$ cat config.mk
export PLATFORM = sky130hd
export DESIGN_NAME = flex_stp_rx
export DESIGN_NICKNAME = d
export VERILOG_FILES = /design/src/rtl/flex_stp_rx.sv
export SDC_FILE = /design/constraint.sdc
export NUM_CORES = 1
export LEC_CHECK = 0
export ABC_AREA = 1
export CAP_MARGIN = 20
export CORE_MARGIN = 2
export CORE_UTILIZATION = 50
export DETAILED_ROUTE_END_ITERATION = 12
export DONT_BUFFER_PORTS = 1
export PLACE_DENSITY = 0.68
export SLEW_MARGIN = 20
export SYNTH_ARGS = -nofsm -noshare
export SYNTH_HDL_FRONTEND = slang
export SYNTH_SLANG_ARGS = --single-unit
$ cat constraint.sdc
create_clock -name clk -period 3.3 [get_ports clk]
set_input_delay 0.495 -clock clk [delete_from_list [all_inputs] [get_ports clk]]
set_output_delay 0.495 -clock clk [all_outputs]
set_load 0.005 [all_outputs]
$ cat src/rtl/flex_stp_rx.sv
// Serial-to-parallel UART-style receiver: start bit, NUM_BITS data bits, one stop bit,
// oversampled at CLKS_PER_BIT, with a single-word output buffer and error pulses.
module flex_stp_rx #(
    parameter int NUM_BITS     = 32,
    parameter int SHIFT_MSB    = 1,
    parameter int CLKS_PER_BIT = 4
) (
    input  logic                clk,
    input  logic                n_rst,
    input  logic                serial_in,
    input  logic                rx_ready,
    output logic [NUM_BITS-1:0] rx_data,
    output logic                rx_valid,
    output logic                framing_error,
    output logic                overflow,
    output logic                busy
);
    localparam int CW = (CLKS_PER_BIT > 1) ? $clog2(CLKS_PER_BIT) : 1;
    localparam int IW = (NUM_BITS > 1) ? $clog2(NUM_BITS) : 1;
    localparam logic [CW-1:0] CNT_MAX = CW'(CLKS_PER_BIT - 1);
    localparam logic [CW-1:0] CNT_MID = CW'(CLKS_PER_BIT / 2);
    localparam logic [IW-1:0] IDX_MAX = IW'(NUM_BITS - 1);

    typedef enum logic [1:0] {IDLE, START, DATA, STOP} state_t;

    state_t              state, state_next;
    logic [CW-1:0]       cnt, cnt_next;
    logic [IW-1:0]       idx, idx_next;
    logic                sync_p0, sync_p1, s_prev;
    logic                s;
    logic [NUM_BITS-1:0] shreg;
    logic                shift_en, done, ferr;

    assign s    = sync_p1;
    assign busy = (state != IDLE);

    // Stage p0/p1: metastability synchronizer, idle-high reset so no false start edge
    always_ff @(posedge clk or negedge n_rst) begin
        if (!n_rst) begin
            sync_p0 <= 1'b1;
            sync_p1 <= 1'b1;
            s_prev  <= 1'b1;
        end else begin
            sync_p0 <= serial_in;
            sync_p1 <= sync_p0;
            s_prev  <= sync_p1;
        end
    end

    always_ff @(posedge clk or negedge n_rst) begin
        if (!n_rst) begin
            state <= IDLE;
            cnt   <= '0;
            idx   <= '0;
        end else begin
            state <= state_next;
            cnt   <= cnt_next;
            idx   <= idx_next;
        end
    end

    always_comb begin
        state_next = state;
        cnt_next   = cnt;
        idx_next   = idx;
        shift_en   = 1'b0;
        done       = 1'b0;
        ferr       = 1'b0;
        case (state)
            IDLE: begin
                // Edge-triggered so a line stuck low never starts a frame
                if (!s && s_prev) begin
                    state_next = START;
                    cnt_next   = '0;
                end
            end
            START: begin
                if (cnt == CNT_MID) begin
                    if (!s) begin
                        state_next = DATA;
                        cnt_next   = '0;
                        idx_next   = '0;
                    end else begin
                        state_next = IDLE;
                    end
                end else begin
                    cnt_next = cnt + 1'b1;
                end
            end
            DATA: begin
                if (cnt == CNT_MAX) begin
                    cnt_next = '0;
                    shift_en = 1'b1;
                    if (idx == IDX_MAX) begin
                        state_next = STOP;
                    end else begin
                        idx_next = idx + 1'b1;
                    end
                end else begin
                    cnt_next = cnt + 1'b1;
                end
            end
            STOP: begin
                if (cnt == CNT_MAX) begin
                    state_next = IDLE;
                    cnt_next   = '0;
                    done       = s;
                    ferr       = !s;
                end else begin
                    cnt_next = cnt + 1'b1;
                end
            end
            default: state_next = IDLE;
        endcase
    end

    always_ff @(posedge clk or negedge n_rst) begin
        if (!n_rst) begin
            shreg <= '1;
        end else if (shift_en) begin
            if (SHIFT_MSB != 0) begin
                shreg <= {shreg[NUM_BITS-2:0], s};
            end else begin
                shreg <= {s, shreg[NUM_BITS-1:1]};
            end
        end
    end

    // Output buffer: a full, unconsumed buffer drops the new word and flags overflow
    always_ff @(posedge clk or negedge n_rst) begin
        if (!n_rst) begin
            rx_data       <= '1;
            rx_valid      <= 1'b0;
            framing_error <= 1'b0;
            overflow      <= 1'b0;
        end else begin
            framing_error <= ferr;
            overflow      <= done && rx_valid && !rx_ready;
            if (done && (!rx_valid || rx_ready)) begin
                rx_data  <= shreg;
                rx_valid <= 1'b1;
            end else if (rx_valid && rx_ready) begin
                rx_valid <= 1'b0;
            end
        end
    end
endmodule

==> flow_summary.ini <==
[power_and_ir_drop]
swShare_pct = 31.5
fin_total_pwr_mw = 2.50
pwr-share-comb_pct = 20.8
pwr-share-seq_pct = 46.6
clock_power_share_pct = 32.6
power_switching_mw = 0.790
ir_worst_vdd_mv = 0.254
p_leak_nw = 1.39
p_int_mw = 1.71
p_per_area_nw_per_um2 = 684

[detailed_routing]
drtIter0Drc = 111
drcViolationCount = 0
avgRoutedWirePerCell_um = 12.5
firstDrtPassIters = 4
vias_per_cell = 4.92
vias = 2058
drtAntennaViolNets = 0
wl_um = 5210

[sta]
maxSlewViolCount = 0
tns_ns = 0
min_period_ns = 1.97
rsz0062_at_grt = false
skew_ns = 0.0104
setup_viol = 0
max_freq_mhz = 508
period_share_pct = 59.6
slew_headroom_pct = 41.6
tightest_slew_ns = 0.876
holdWs_ns = 0.0589
finalHoldViolCount = 0
setup_ws_ns = 1.33

[synthesis]
synth_fa_ha_area_share_pct = 2.18
ys_types = 25
synthXorXnorAreaFrac_pct = 0.254
synth_edf_count = 0
synthSimpleGateAreaFrac_pct = 15.8
synth_area_per_cell_um2 = 10.3
netlist_area_um2 = 3440
synth_nets = 345
seq_area_frac_synth_pct = 59.8
ys_ff_latch = 79
synth-compound-area-share_pct = 12.8
synth_top_family_by_area = simple AND/OR/NAND/NOR gates
synthMuxAreaShare_pct = 0
synth-main-ff-cell = dfstp_2
ys_async_sr_fraction_pct = 100
syn_inst = 335
synth-warning-count = 0

[placement]
io_buffer_count = 0
place_ws_ns = 1.32
place_congestion = 0.886
placed_cells = 401
dp_hpwl_um = 3290

[floorplan]
die_w_um = 87.0
die_area_um2 = 7570
initial_core_util_pct = 51.2
ios = 40
core-area_um2 = 6720
die_h_um = 87.0
fp-row-count = 30

[critical_path]
crit_buf_inv = 0
cp.required_ns = 3.55
slowest_delay_ns = 0.63
critical_path_arrival_ns = 2.21
crit_slowest_cell = nand3_4
worstPathCellList = nand2_4, nor2_2, nand3_4, o21ai_1
cp-start-kind = register
crit_type = reg2reg
endpoint_kind = register
crit_family = simple AND/OR/NAND/NOR gates
path_max_fanout = 65

[clock_network]
root_buffer = clkbuf_8
clock_latency_ns = 0.35
numCtsBuffers = 9
clockBufferDepth = 2
ctsResizeCount = 0
cts-htree-levels = 3
cts_tree = built
post-cts-setup-buffers = 0
cts.sinks = 79
clkTransAtPathRegs_ns = 0.08

[final_layout]
area_growth_syn_to_layout_pct = 6.36
nets = 343
drive_gt1_share_pct = 38.2
diodes = 0
layout.cells.non_filler = 418

[global_routing]
grt_max_degree = 80
antenna_found_initial = 0
grt_pass1_wl_um = 9000
grt_pass1_vias = 2005
grt_usage_pct = 15.5
grt_overflow = 0

[min_path]
worstHoldPathType = in2async

[run_status]
status = finished clean

[flow_run]
maxCapViolations = 0
==> through the flow <==
stage	util, %	area, um^2
after floorplan	-	3440
after global placement	50.7	3400
after detailed placement	50.7	3400
after CTS	54.5	3660
after global routing	54.5	3660
final	54.5	3660
==> layout by cell type, fill, tap and decap left out, drive strengths merged, types with 2 or more instances in the layout <==
master  Yosys  layout
ha          6       6
o21ai      67      67
a21oi       3       3
nand2      98      98
dfrtp      12      12
inv        44      45
dfstp      67      67
nor2       11      11
bufinv      0       2
nand3b      2       2
clkbuf      1      12
nand3       8       8
==> power by group through the flow <==
stage          logic (mW)  registers, mW  clock network (mW)
2_1_floorplan       0.482           1.15                   0
3_3_place_gp        0.481           1.18                   0
3_5_place_dp        0.502           1.18                   0
4_1_cts             0.527           1.17               0.842
5_1_grt             0.605           1.18               0.874
6_report            0.521           1.17               0.816
==> layout make-up <==
cell class / count / area (um^2)
fill: 608 / 3060
tap: 80 / 100
multi-input combinational: 198 / 1080
clock buffer: 12 / 155
sequential: 79 / 2060
timing repair buffer: 1 / 27.5
clock inverter: 4 / 76.3
inverter: 44 / 165
==> Yosys cell counts (2+ instances only) <==
cell	instances	area, um^2
o21ai_0	22	110
nand2_1	82	308
nand2_2	13	81.3
nor2_1	9	33.8
nand3_1	7	35.0
buf_6	12	135
inv_1	41	154
dfstp_2	67	1760
inv_2	3	11.3
o21ai_2	23	201
nand2_4	3	33.8
dfrtp_1	12	300
nand3b_1	2	15.0
a21oi_1	2	10.0
ha_1	6	75.1
o21ai_1	22	110
==> path summary, 6_finish.rpt <==
kind	start	to	slack, ns	cells after the start
worst min-delay path	n_rst	framing_error	0.06	1
worst max-delay path	register	rx_data[10]	1.33	4
min in group clk	serial_in	sync_p0	0.15	0
worst max register to register	register	rx_data[10]	1.33	4
max in group asynchronous	n_rst	rx_data[10]	2.93	1
worst min register to register	sync_p0	s	0.36	0
==> logic make-up (layout without fill, tap and decap cells) <==
kind of cell,Yosys count,after routing
DFF,79,79
and+or+nand+nor,121,121
AOI/OAI and AO/OA,70,70
xor gates and xnor gates,1,1
adders and majority gates,6,6
buffers and inverters,58,61
==> repair_timing <==
item,CTS,global route
setup endpoints to repair,0,0
hold endpoints to repair,79,0
hold buffers,1,0
==> metal layers <==
layer / vias up / part of all wire, % / global-route usage, %
met5: - / 0 / 0
met4: 0 / 1.9 / 8.24
met3: 8 / 6.1 / 5.12
met2: 46 / 46 / 25.3
met1: 960 / 46 / 18.1
li1: 1044 / - / -
==> state kept, by name, summed over array words and instances, names as in the netlist, named ones only <==
name / flops
framing_error: 1
s: 1
sync_p0: 1
cnt: 2
state: 1
s_prev: 1
rx_valid: 1
shreg: 32
rx_data: 32
idx: 5
overflow: 1
Note: power is estimated with default switching activity, not from simulation.
